--- config.mk ---
export PLATFORM = sky130hd
export DESIGN_NAME = spi_slave_cmd_decoder
export DESIGN_NICKNAME = d
export VERILOG_FILES = /design/src/rtl/spi_slave_cmd_decoder.sv
export SDC_FILE = /design/constraint.sdc
export NUM_CORES = 1
export LEC_CHECK = 0
export ABC_AREA = 1
export CAP_MARGIN = 20
export CORE_MARGIN = 2
export CORE_UTILIZATION = 50
export CTS_BUF_LIST = sky130_fd_sc_hd__clkbuf_16
export DETAILED_ROUTE_END_ITERATION = 16
export PLACE_DENSITY = 0.85
export SLEW_MARGIN = 10
export SYNTH_ARGS = -nofsm -noshare
export SYNTH_HDL_FRONTEND = slang
export SYNTH_SLANG_ARGS = --single-unit
export TNS_END_PERCENT = 20
--- constraint.sdc ---
create_clock -name pclk -period 2.1 [get_ports pclk]
set_clock_uncertainty 0.1 [all_clocks]
set_input_delay 0.42 -clock pclk [delete_from_list [all_inputs] [get_ports pclk]]
set_output_delay 0.42 -clock pclk [all_outputs]
set_load 0.01 [all_outputs]
--- src/rtl/spi_slave_cmd_decoder.sv ---
// SPI byte stream to APB plug commands, write words and read bytes.
// Define SPI_SLAVE_CMD_STATUS_EN to enable the READ_STATUS (8'h05) command.
module spi_slave_cmd_decoder #(
  parameter int unsigned APB_ADDR_WIDTH = 32,
  parameter int unsigned APB_DATA_WIDTH = 32,
  parameter int unsigned DUMMY_BYTES    = 1,
  parameter logic [7:0]  UNDERRUN_BYTE  = 8'hFF
) (
  input  logic                      pclk,
  input  logic                      presetn,
  input  logic                      cs,
  input  logic [7:0]                byte_in,
  input  logic                      byte_in_valid,
  output logic [7:0]                byte_out,
  output logic                      byte_out_valid,
  input  logic                      byte_out_ready,
  output logic [APB_ADDR_WIDTH-1:0] rxtx_addr,
  output logic                      rxtx_addr_valid,
  output logic                      start_tx,
  output logic [APB_DATA_WIDTH-1:0] rx_data,
  output logic                      rx_valid,
  input  logic                      rx_ready,
  input  logic [APB_DATA_WIDTH-1:0] tx_data,
  input  logic                      tx_valid,
  output logic                      tx_ready,
  output logic [15:0]               wrap_length,
  output logic                      err_overrun,
  output logic                      err_underrun
);

  typedef enum logic [2:0] {
    S_CMD,
    S_ADDR,
    S_DUMMY,
    S_WDATA,
    S_RDATA,
    S_WRAP,
    S_IGNORE
  } state_t;

  localparam logic [7:0] LP_WRITE = 8'h02;
  localparam logic [7:0] LP_READ  = 8'h0B;
  localparam logic [7:0] LP_WRAP  = 8'h11;
  localparam logic [7:0] LP_STAT  = 8'h05;
  localparam logic [1:0] LP_DLAST = 2'(DUMMY_BYTES - 1);

  state_t r_state;
  state_t w_state_nxt;

  logic [1:0]                r_cnt;
  logic [23:0]               r_shift;
  logic                      r_is_read;
  logic [APB_DATA_WIDTH-1:0] r_buf;
  logic [2:0]                r_occ;
  logic                      r_addr_vld;
  logic                      r_start;
  logic [APB_ADDR_WIDTH-1:0] r_addr;
  logic [APB_DATA_WIDTH-1:0] r_rx_data;
  logic                      r_rx_valid;
  logic [15:0]               r_wrap;
  logic                      r_err_o;
  logic                      r_err_u;

  logic        w_byte;
  logic [31:0] w_word;
  logic        w_cmd_rw;
  logic        w_cmd_wrap;
  logic        w_cmd_stat;
  logic        w_addr_done;
  logic        w_word_done;
  logic        w_wrap_done;
  logic        w_stat_load;
  logic        w_capture;
  logic        w_pop;
  logic        w_underrun;

  assign w_byte      = byte_in_valid & ~cs;
  assign w_word      = {r_shift, byte_in};
  assign w_cmd_rw    = (byte_in == LP_WRITE) | (byte_in == LP_READ);
  assign w_cmd_wrap  = (byte_in == LP_WRAP);
  assign w_addr_done = w_byte & (r_state == S_ADDR) & (r_cnt == 2'd3);
  assign w_word_done = w_byte & (r_state == S_WDATA) & (r_cnt == 2'd3);
  assign w_wrap_done = w_byte & (r_state == S_WRAP) & (r_cnt == 2'd1);

`ifdef SPI_SLAVE_CMD_STATUS_EN
  assign w_cmd_stat  = (byte_in == LP_STAT);
  assign w_stat_load = w_byte & (r_state == S_CMD) & w_cmd_stat;
`else
  assign w_cmd_stat  = 1'b0;
  assign w_stat_load = 1'b0;
`endif

  assign tx_ready   = (r_state == S_RDATA) & (r_occ == 3'd0) & ~cs;
  assign w_capture  = tx_valid & tx_ready;
  assign w_pop      = byte_out_ready & (r_occ != 3'd0);
  assign w_underrun = byte_out_ready & (r_occ == 3'd0);

  always_ff @(posedge pclk or negedge presetn) begin
    if (!presetn) begin
      r_state <= S_CMD;
    end else begin
      r_state <= w_state_nxt;
    end
  end

  always_comb begin
    w_state_nxt = r_state;
    if (cs) begin
      w_state_nxt = S_CMD;
    end else if (byte_in_valid) begin
      case (r_state)
        S_CMD: begin
          unique case (1'b1)
            w_cmd_rw:   w_state_nxt = S_ADDR;
            w_cmd_wrap: w_state_nxt = S_WRAP;
            w_cmd_stat: w_state_nxt = S_IGNORE;
            default:    w_state_nxt = S_IGNORE;
          endcase
        end
        S_ADDR: begin
          if (r_cnt == 2'd3) begin
            if (!r_is_read)
              w_state_nxt = S_WDATA;
            else if (DUMMY_BYTES == 0)
              w_state_nxt = S_RDATA;
            else
              w_state_nxt = S_DUMMY;
          end
        end
        S_DUMMY: begin
          if (r_cnt == LP_DLAST)
            w_state_nxt = S_RDATA;
        end
        S_WRAP: begin
          if (r_cnt == 2'd1)
            w_state_nxt = S_IGNORE;
        end
        default: w_state_nxt = r_state;
      endcase
    end
  end

  // Counter restarts on every state change so each state counts from 0.
  always_ff @(posedge pclk or negedge presetn) begin
    if (!presetn) begin
      r_cnt     <= 2'd0;
      r_shift   <= 24'd0;
      r_is_read <= 1'b0;
    end else if (cs) begin
      r_cnt <= 2'd0;
    end else if (byte_in_valid) begin
      r_shift <= w_word[23:0];
      if (w_state_nxt != r_state)
        r_cnt <= 2'd0;
      else
        r_cnt <= r_cnt + 2'd1;
      if (r_state == S_CMD)
        r_is_read <= (byte_in == LP_READ);
    end
  end

  always_ff @(posedge pclk or negedge presetn) begin
    if (!presetn) begin
      r_addr_vld <= 1'b0;
      r_start    <= 1'b0;
      r_addr     <= '0;
    end else begin
      r_addr_vld <= w_addr_done;
      r_start    <= r_addr_vld & r_is_read;
      if (w_addr_done)
        r_addr <= w_word[APB_ADDR_WIDTH-1:0];
    end
  end

  always_ff @(posedge pclk or negedge presetn) begin
    if (!presetn) begin
      r_rx_valid <= 1'b0;
      r_rx_data  <= '0;
    end else if (w_word_done && !r_rx_valid) begin
      r_rx_valid <= 1'b1;
      r_rx_data  <= w_word;
    end else if (rx_ready) begin
      r_rx_valid <= 1'b0;
    end
  end

  always_ff @(posedge pclk or negedge presetn) begin
    if (!presetn) begin
      r_wrap <= 16'd0;
    end else if (w_wrap_done) begin
      r_wrap <= {r_shift[7:0], byte_in};
    end
  end

  always_ff @(posedge pclk or negedge presetn) begin
    if (!presetn) begin
      r_buf <= '0;
      r_occ <= 3'd0;
    end else if (cs) begin
      r_occ <= 3'd0;
    end else if (w_stat_load) begin
      r_buf <= {6'd0, r_err_u, r_err_o, 24'd0};
      r_occ <= 3'd1;
    end else if (w_capture) begin
      r_buf <= tx_data;
      r_occ <= 3'd4;
    end else if (w_pop) begin
      r_buf <= {r_buf[APB_DATA_WIDTH-9:0], 8'd0};
      r_occ <= r_occ - 3'd1;
    end
  end

  // A new error in the status-read cycle survives the clear.
  always_ff @(posedge pclk or negedge presetn) begin
    if (!presetn) begin
      r_err_o <= 1'b0;
      r_err_u <= 1'b0;
    end else begin
      if (w_stat_load) begin
        r_err_o <= 1'b0;
        r_err_u <= 1'b0;
      end
      if (w_word_done && r_rx_valid)
        r_err_o <= 1'b1;
      if (w_underrun)
        r_err_u <= 1'b1;
    end
  end

  assign byte_out        = (r_occ != 3'd0) ? r_buf[APB_DATA_WIDTH-1 -: 8]
                                           : UNDERRUN_BYTE;
  assign byte_out_valid  = (r_occ != 3'd0);
  assign rxtx_addr       = r_addr;
  assign rxtx_addr_valid = r_addr_vld;
  assign start_tx        = r_start;
  assign rx_data         = r_rx_data;
  assign rx_valid        = r_rx_valid;
  assign wrap_length     = r_wrap;
  assign err_overrun     = r_err_o;
  assign err_underrun    = r_err_u;

endmodule

# [After elaboration in Yosys (flattened, before gate mapping)]
# Cells that the tools add are included.
[classes] eq_ne=11 n_reduce_logical=14 mux=19 n_bitwise=15 n_addsub=2
[ops] cell="$mux 32" n=2
[ops] cell="$mux 3" n=8
[ops] cell="$and 1x1->1" n=13
[ops] cell="$pmux 3 s4" n=1
[ops] cell="$eq 8x2->1 const B" n=1
[ops] cell="$eq 8x4->1 const B" n=1
[ops] cell="$eq 8x5->1 const B" n=1
[ops] cell="$mux 8" n=1
[ops] cell="$eq 3x2->1 const B" n=2
[ops] cell="$eq 3x3->1 const B" n=2
[ops] cell="$logic_not 3->1" n=2
[ops] cell="$mux 2" n=3
[ops] cell="$pmux 3 s2" n=1
[ops] cell="$reduce_bool 2->1" n=3
[ops] cell="$reduce_bool 3->1" n=2
[ops] cell="$reduce_and 2->1" n=2
[ops] cell="$eq 3x1->1 const B" n=1
[ops] cell="$mux 1" n=3
[ops] cell="$ne 3x3->1" n=1
[ops] cell="$reduce_and 3->1" n=1
[ops] cell="$sub 3x1->3 const B" n=1
[ops] cell="$add 2x1->2 const B" n=1
[ops] cell="$eq 2x1->1 const B" n=1
[ops] cell="$eq 2x2->1 const B" n=1
[ops] cell="other kinds (5)" n=6
[word_totals] ff_bits=150 output_inout_bits=95 word_cells=75

# [Longest topological paths before layout]
# Gate-level depths: netlist (run 1).
[depth] ltp_word=10 mapped_depth=13

# [Worst setup path after synthesis (run 1)]
# Ideal clock, no wire load.
[synth_path] path_kind="flip-flop to flip-flop" start="reg r_occ[0]" end="reg r_buf[13]" t_arrival_ns=1.615 slack_ns=0.263 stages_incl_launch_ff=10 n_path_buf=2 path_cell_list="dfrtp_1 > inv_1 > ha_1 > nand2_1 > nor3_4 > nand2_2 > buf_2 > buf_4 > o211ai_2 > o21ai_2"
[synth_via] elab_chain_cells=6
[synth_lines] item="from (decl)" line_no="54" text="logic [2:0] r_occ;"
[synth_lines] item="from (signal assigned)" line_no="209" text="r_occ <= r_occ - 3'd1;"
[synth_lines] item="$logic_not 3->1 *" line_no="93" text="assign tx_ready = (r_state == S_RDATA) & (r_occ == 3'd0) & ~cs;"
[synth_lines] item="$and 1x1->1 * (2 in series)" line_no="93"
[synth_lines] item="via tx_ready" line_no="25" text="output logic tx_ready,"
[synth_lines] item="$and 1x1->1 *" line_no="94" text="assign w_capture = tx_valid & tx_ready;"
[synth_lines] item="$reduce_bool 2->1 (no line)"
[synth_lines] item="$reduce_and 2->1 (no line)"
[synth_lines] item="to (signal assigned)" line_no="202" text="r_buf <= {6'd0, r_err_u, r_err_o, 24'd0};"
[synth_lines] item="to (signal assigned)" line_no="205" text="r_buf <= tx_data;"
[synth_lines] item="to (signal assigned)" line_no="208" text="r_buf <= {r_buf[APB_DATA_WIDTH-9:0], 8'd0};"
[synth_lines] item="to (decl)" line_no="53" text="logic [APB_DATA_WIDTH-1:0] r_buf;"
# The timed path passes the listed nets; every way through them passes the cells marked *.
# A chain may end at the register's enable or synchronous reset.

# [Worst setup path in the final report (run 1)]
[layout_path] start="reg r_occ[1]" end="out byte_out_valid"
[layout_via] elab_chain_cells=1
[layout_lines] item="$reduce_bool 3->1" line_no="232" text="assign byte_out_valid = (r_occ != 3'd0);"
[layout_lines] item="to (decl)" line_no="15" text="output logic byte_out_valid,"
# No other way between the ends.

==> flow_metrics.py, run 1 <==
metrics = {
    "outcome": {
        "status": "completed",
    },
    "floorplan": {
        "io_pins": 142,
        "rows": 41,
        "coreArea_sq_mm": 0.0125,
        "dieWidth_microns": 117,
        "fp.dieH_microns": 117,
        "start_util": 0.508,
        "dieArea_sq_mm": 0.0136,
    },
    "global_route": {
        "grt-busiest-layer": "met2",
        "grt_max_degree": 51,
        "overflow": 0,
        "met1_usage": 0.305,
        "grt_pass1_wl_microns": 24900,
        "grt_pass1_vias": 5092,
        "grtUsageTotal": 0.240,
        "met3_usage": 0.0784,
        "grt_use_met2": 0.382,
        "antenna_found_initial": 0,
    },
    "logic_synthesis": {
        "synth_warnings": 0,
        "synth_fp_nets": 725,
        "ys_seq_area_frac": 0.591,
        "syn_area_sq_mm": 0.00636,
        "synth_top_cell_by_area": "dfrtp_1",
        "synth_top_area_share": 0.591,
        "syn_area_per_cell_sq_um": 9.44,
        "ys_ff_latch": 150,
        "synth.distinct_cells": 33,
        "synthCells": 673,
        "netlist_top_cells_area": "dfrtp_1 (59%), nand2_1 (11%), o21ai_0 (8.8%), inv_1 (4.6%), o211ai_2 (3.5%)",
    },
    "run": {
        "cap_violations": 0,
    },
    "clock_tree": {
        "cts.clk_slew.worst_paths_ns": 0.06,
        "clk_path_buf_depth": 2,
        "clock-sinks": 150,
        "worstSkewPairLatency_ns": 0.42,
        "tritoncts": "yes",
        "clock_tree.root_cell": "clkbuf_16",
        "cts_htree_levels": 4,
        "cts_buffers": 17,
    },
    "worst_setup_path": {
        "cp-start-kind": "flip-flop",
        "rr_worst_depth": 12,
        "cp.arrival_ns": 1.52,
        "cp.required_ns": 1.58,
        "crit_path_end_kind": "primary output",
        "worst-path-max-fanout": 10,
        "path_class": "reg -> out",
    },
    "sta": {
        "period_minus_slack_ns": 2.04,
        "worst_pin_slew_ns": 0.405,
        "tns_ns": 0,
        "finalHoldViolCount": 0,
        "setup_violations": 0,
        "finalCritPeriodShare": 0.972,
        "grt_setup_unrepaired": "no",
        "fmax_mhz": 490,
        "slew_viol_final": 0,
        "maxSlewHeadroom": 0.730,
    },
    "layout": {
        "areaGrowthSynthToFinish_pct": 36.9,
        "multi_input_area_sq_mm": 0.00211,
        "seq_area_sq_mm": 0.00375,
        "fillers": 953,
        "n_antenna_cell": 0,
        "fin_nets": 877,
        "drive_gt1_frac": 0.150,
        "layout_common_cells": "nand2_1 (182), dfrtp_1 (150), clkdlybuf4s50_1 (130)",
        "final_common_cell": "nand2_1",
    },
    "drt": {
        "num_vias": 5053,
        "final_antenna_net_count": 0,
        "routed_via_density": 5.00,
        "firstDrtPassIters": 5,
        "drt_iter0_drc": 394,
        "wl_per_cell_microns": 15.1,
        "drcViolationCount": 0,
        "wl_microns": 15300,
    },
    "placed_design": {
        "io_buffers": 141,
        "gp_congestion": 0.848,
        "dp_hpwl_microns": 10600,
    },
    "power": {
        "combPwrFrac": 0.230,
        "peakVddDrop_v": 0.000538,
        "seqPwrFrac": 0.406,
        "p_int_mw": 5.97,
        "pwr_density_cell_mw_per_mm2": 973,
        "switching_share": 0.295,
        "leakage_nw": 4.15,
        "clockPowerShare": 0.364,
        "p_sw_mw": 2.50,
        "totalPowerFinal_mw": 8.47,
    },
    "worst_hold_path": {
        "hp-class": "in -> async",
    },
}
## metrics by stage
stage | std cells | setup slack (ns) | cell area (sq um) | hold slack (ns) | utilization
floorplan | 673 | 0.263 | 6360 | 0.0244 | -
global placement | 977 | -0.0750 | 8120 | 0.233 | 0.648
detailed placement | 977 | -0.0869 | 8120 | 0.240 | 0.648
CTS | 1010 | 0.0244 | 8750 | 0.372 | 0.699
global route | 1010 | 0.00550 | 8700 | 0.402 | 0.695
finish | 1010 | 0.0596 | 8700 | 0.372 | 0.695
## cell families (layout without fill, tap and decap cells)
group                      Yosys count  count (layout)  synth area share
xor gates and xnor gates             1               1           0.00138
and+or+nand+nor                    227             227             0.143
buffers and inverters              119             284            0.0827
adders and majority gates            5               5           0.00984
AOI/OAI and AO/OA                  171             171             0.172
DFF                                150             150             0.591
## power groups by stage
stage	clock (mW)	combinational (mW)	sequential, mW
2_1_floorplan	0	1.22	3.45
3_3_place_gp	0	1.98	3.46
3_5_place_dp	0	2.03	3.48
4_1_cts	3.13	2.03	3.43
5_1_grt	3.27	2.19	3.47
6_report	3.08	1.95	3.44
## registers in the layout (all words and copies together) (netlist names)
name / flops
r_state: 3
r_buf: 32
rxtx_addr_valid: 1
r_shift: 24
r_occ: 3
r_cnt: 2
rx_valid: 1
err_overrun: 1
wrap_length: 16
rx_data: 32
r_is_read: 1
start_tx: 1
rxtx_addr: 32
err_underrun: 1
## worst paths after layout
check / start / end / slack (ns)
max: r_occ[1]$_DFFE_PN0P_ / byte_out_valid / 0.06
min: presetn / rxtx_addr[30]$_DFFE_PN0P_ / 0.37
max reg2reg: r_occ[1]$_DFFE_PN0P_ / r_buf[8]$_DFFE_PN0P_ / 0.19
min reg2reg: err_overrun$_DFFE_PN0P_ / err_overrun$_DFFE_PN0P_ / 0.37
max in group asynchronous: presetn / r_cnt[1]$_DFFE_PN0P_ / 0.94
min in group pclk: err_overrun$_DFFE_PN0P_ / err_overrun$_DFFE_PN0P_ / 0.37
## synth_stat cells (all sizes together)
master and n:
o21ai 137, nand2 189, nand4 1, ha 5, or2 1, nor3 3, clkbuf 13, nand3 13
o211ai 21, xnor2 1, o32ai 1, a22o 1, dfrtp 150, nor2 20, o41ai 1, a31oi 3
a21oi 4, a31o 2, buf 25, inv 81, a211oi 1
## critical path: stages, from the launching register on
cell	delay (ns)
dfrtp_1	0.37
inv_2	0.09
ha_4	0.15
nand2_4	0.07
buf_12	0.15
dlygate4sd2_1	0.27
## layout make-up
cell class                 count  area share
tap                          172      0.0247
inverter                      81      0.0349
clock buffer                  17      0.0489
clock inverter                15      0.0203
sequential                   150       0.431
timing repair buffer         171       0.198
multi-input combinational    404       0.242
## layer usage
layer  share of wire  vias up
li1                -     2458
met1            0.43     2402
met3           0.077       27
met2            0.47      166
met4           0.025        0
met5               0        -
## what timing repair did
item                                    4_1_cts  5_1_grt
endpoints found under the hold margin        32        0
endpoints found under the setup margin       10       10
hold buffers                                  1        0
pin swaps                                     1        1
setup buffers                                 0        0
gates resized for setup                      26       10
No activity file was read; power rests on OpenSTA's default activity.
==> run 2: changes to the inputs <==
Settings changed: ABC_AREA 1 to default, CAP_MARGIN 20 to 10, PLACE_DENSITY 0.85 to 0.86.
==> run 2 against run 1 <==
- the flow now finishes with violations (setup timing)
- cell area is 0.50% higher
- clock-buffer cell count unchanged
- sequential power is 6.1% higher
- final cell count decreased by 24%
- global-route usage up 1.0 points
- wire length grew 4.1%
- first-iteration DRC count decreased by 32%
- synthesized area shrank 3.4%
- via count down 14%
- critical path type is now reg -> reg
- largest power group unchanged
==> flow_metrics.py, run 2 <==
metrics = {
    "outcome": {
        "status": "complete, but fails checks",
        "violations": "setup timing",
    },
    "layout": {
        "drive_gt1_frac": 0.335,
        "layout_common_cells": "dfrtp_1 (150), clkdlybuf4s50_1 (130), mux2_2 (103)",
        "final_common_cell": "dfrtp_1",
        "n_antenna_cell": 0,
        "areaGrowthSynthToFinish_pct": 42.5,
        "fin_nets": 662,
    },
    "floorplan": {
        "start_util": 0.511,
        "dieArea_sq_mm": 0.0132,
        "fp.dieH_microns": 115,
        "rows": 40,
        "coreArea_sq_mm": 0.0120,
        "io_pins": 142,
        "dieWidth_microns": 115,
    },
    "worst_hold_path": {
        "hp-start": "err_overrun$_DFFE_PN0P_",
        "hp-class": "reg -> reg",
    },
    "drt": {
        "final_antenna_net_count": 0,
        "drt_iter0_drc": 266,
        "wl_per_cell_microns": 20.6,
        "wl_microns": 15900,
        "routed_via_density": 5.64,
        "drcViolationCount": 0,
        "num_vias": 4339,
        "firstDrtPassIters": 5,
    },
    "worst_setup_path": {
        "cp_common_cell": "o22a_1",
        "crit_path_end_kind": "flip-flop",
        "cp.arrival_ns": 2.43,
        "crit_start": "r_occ[0]$_DFFE_PN0P_",
        "worst-path-max-fanout": 5,
        "r2r_slack_ns": -0.13,
        "reg2reg_from": "r_occ[0]$_DFFE_PN0P_",
        "path_class": "reg -> reg",
        "cp.required_ns": 2.30,
        "cp-start-kind": "flip-flop",
        "critical-path-top-delay-family": "simple AND/OR/NAND/NOR gates",
        "cp_slowest_cell": "or4b_4",
        "crit_chain": "inv_2 -> ha_4 -> nand2b_4 -> buf_6 -> or4b_4 -> buf_4 -> o22a_1 -> o22a_1",
        "cp_num_buf_inv": 3,
        "cp_slowest_stage_delay_ns": 0.58,
    },
    "placed_design": {
        "dp_hpwl_microns": 10500,
        "io_buffers": 141,
        "place_ws_ns": -0.352,
        "gp_congestion": 0.795,
    },
    "logic_synthesis": {
        "synth_fp_nets": 477,
        "synthCells": 425,
        "syn_area_per_cell_sq_um": 14.4,
        "synth.distinct_cells": 40,
        "yosysMostFrequentCell": "dfrtp_1",
        "synth_warnings": 0,
        "synth_xor_xnor_area_share": 0.00285,
        "synth_mux_area_frac": 0.191,
        "synthAdderAreaFrac": 0.0102,
        "synth_top_cell_by_area": "dfrtp_1",
        "syn_area_sq_mm": 0.00614,
        "synthArstFlopShare": 1.00,
        "synth_flop_cell": "dfrtp_1",
        "synth_top_area_share": 0.612,
        "synth_top_family_by_area": "multiplexers",
        "ys_ff_latch": 150,
        "synth_edf_count": 0,
        "yosys.area_share.simple": 0.0487,
        "synth_compound_area_frac": 0.108,
        "ys_seq_area_frac": 0.612,
        "netlist_top_cells_area": "dfrtp_1 (61%), mux2_2 (19%), o22a_1 (6.9%), nand2b_1 (1.5%), a22o_1 (1.1%)",
        "yosys-top-cells-count": "dfrtp_1 (150), mux2_2 (103), o22a_1 (48)",
    },
    "global_route": {
        "overflow": 0,
        "grtUsageTotal": 0.250,
        "antenna_found_initial": 0,
        "grt_pass1_wl_microns": 25100,
        "grt_max_degree": 61,
        "grt_pass1_vias": 4906,
    },
    "sta": {
        "maxSlewHeadroom": 0.684,
        "period_minus_slack_ns": 2.23,
        "finalHoldViolCount": 0,
        "worst_pin_slew_ns": 0.474,
        "fmax_mhz": 448,
        "finalCritPeriodShare": 1.06,
        "grt_setup_unrepaired": "yes",
        "setup_violations": 30,
        "hold_ws_ns": 0.368,
        "setup_ws_ns": -0.131,
        "slew_viol_final": 0,
    },
    "clock_tree": {
        "worstSkewPairLatency_ns": 0.42,
        "cts_htree_levels": 4,
        "cts_buffers": 17,
        "tritoncts": "yes",
        "clock-sinks": 150,
        "clock_tree.root_cell": "clkbuf_16",
        "cts.clk_slew.worst_paths_ns": 0.06,
        "clk_path_buf_depth": 2,
    },
    "power": {
        "p_int_mw": 6.54,
        "combPwrFrac": 0.244,
        "peakVddDrop_v": 0.000724,
        "seqPwrFrac": 0.402,
        "pwr_density_cell_mw_per_mm2": 1040,
        "switching_share": 0.279,
        "leakage_nw": 3.96,
        "clockPowerShare": 0.354,
        "p_sw_mw": 2.53,
    },
    "run": {
        "cap_violations": 0,
    },
}
-- run 2: layer usage --
metal  vias up  track usage  routed length [microns]
li1       1933            -                        -
met2       152        0.428                     8140
met5         -            0                        0
met1      2207        0.295                     6360
met4         0        0.120                      587
met3        47       0.0680                      788
-- run 2: power by group through the flow --
| stage | Combinational, mW | Clock, mW | Sequential (mW) |
|---|---|---|---|
| final | 2.21 | 3.21 | 3.65 |
| after global routing | 2.35 | 3.38 | 3.69 |
| after CTS | 2.00 | 3.25 | 3.63 |
| after detailed placement | 1.87 | 0 | 3.67 |
| after global placement | 1.79 | 0 | 3.63 |
| after floorplan | 1.13 | 0 | 3.55 |
-- run 2: final timing paths --
kind                                            to  cells past startpoint
max                          r_buf[23]$_DFFE_PN0P_                      8
min                        err_overrun$_DFFE_PN0P_                      1
max reg2reg                  r_buf[23]$_DFFE_PN0P_                      8
min reg2reg                err_overrun$_DFFE_PN0P_                      1
max in group asynchronous   rx_data[3]$_DFFE_PN0P_                      3
min in group asynchronous     r_cnt[0]$_DFFE_PN0P_                      2
-- run 2: logic make-up (layout without fill, tap and decap cells) --
logic type,count (synthesis),in the layout
flip-flops,150,150
multiplexers,104,104
AO/OA/AOI/OAI,80,80
AND/OR/NAND/NOR,50,51
buffers and inverters,34,231
adder cells (fa/ha/maj),5,5
XOR/XNOR,2,2
-- run 2: layout make-up --
| type | count | area [sq um] |
|---|---|---|
| sequential | 150 | 3750 |
| clock inverter | 15 | 200 |
| multi-input combinational | 242 | 2290 |
| tap | 147 | 184 |
| clock buffer | 17 | 425 |
| timing repair buffer | 192 | 1870 |
| fill | 759 | 3270 |
| inverter | 7 | 26.3 |
-- run 2: stage by stage --
step	setup TNS (ns)	utilization	cells	power [mW]	area [sq um]
floorplan	0	-	425	4.68	6140
global placement	-25.48	0.667	732	5.42	8010
detailed placement	-26.99	0.667	732	5.53	8010
CTS	-0.209	0.723	769	8.88	8690
global route	-7.04	0.728	770	9.42	8740
finish	-2.43	0.728	770	9.07	8740
-- run 2: worst register-to-register path: cells and delay by family (launching register included) --
kind	cells	cell delay [ns]
and+or+nand+nor	2	0.65
buffers and inverters	3	0.41
AOI/OAI and AO/OA	2	0.41
DFF	1	0.39
adders and majority gates	1	0.16
-- run 2: what timing repair did --
item | in CTS | in global routing
setup buffers | 3 | 1
endpoints found under the hold margin | 46 | 0
pin swaps | 1 | 8
cloned | 1 | 0
endpoints found under the setup margin | 42 | 74
hold buffers | 1 | 0
resized for setup | 34 | 20
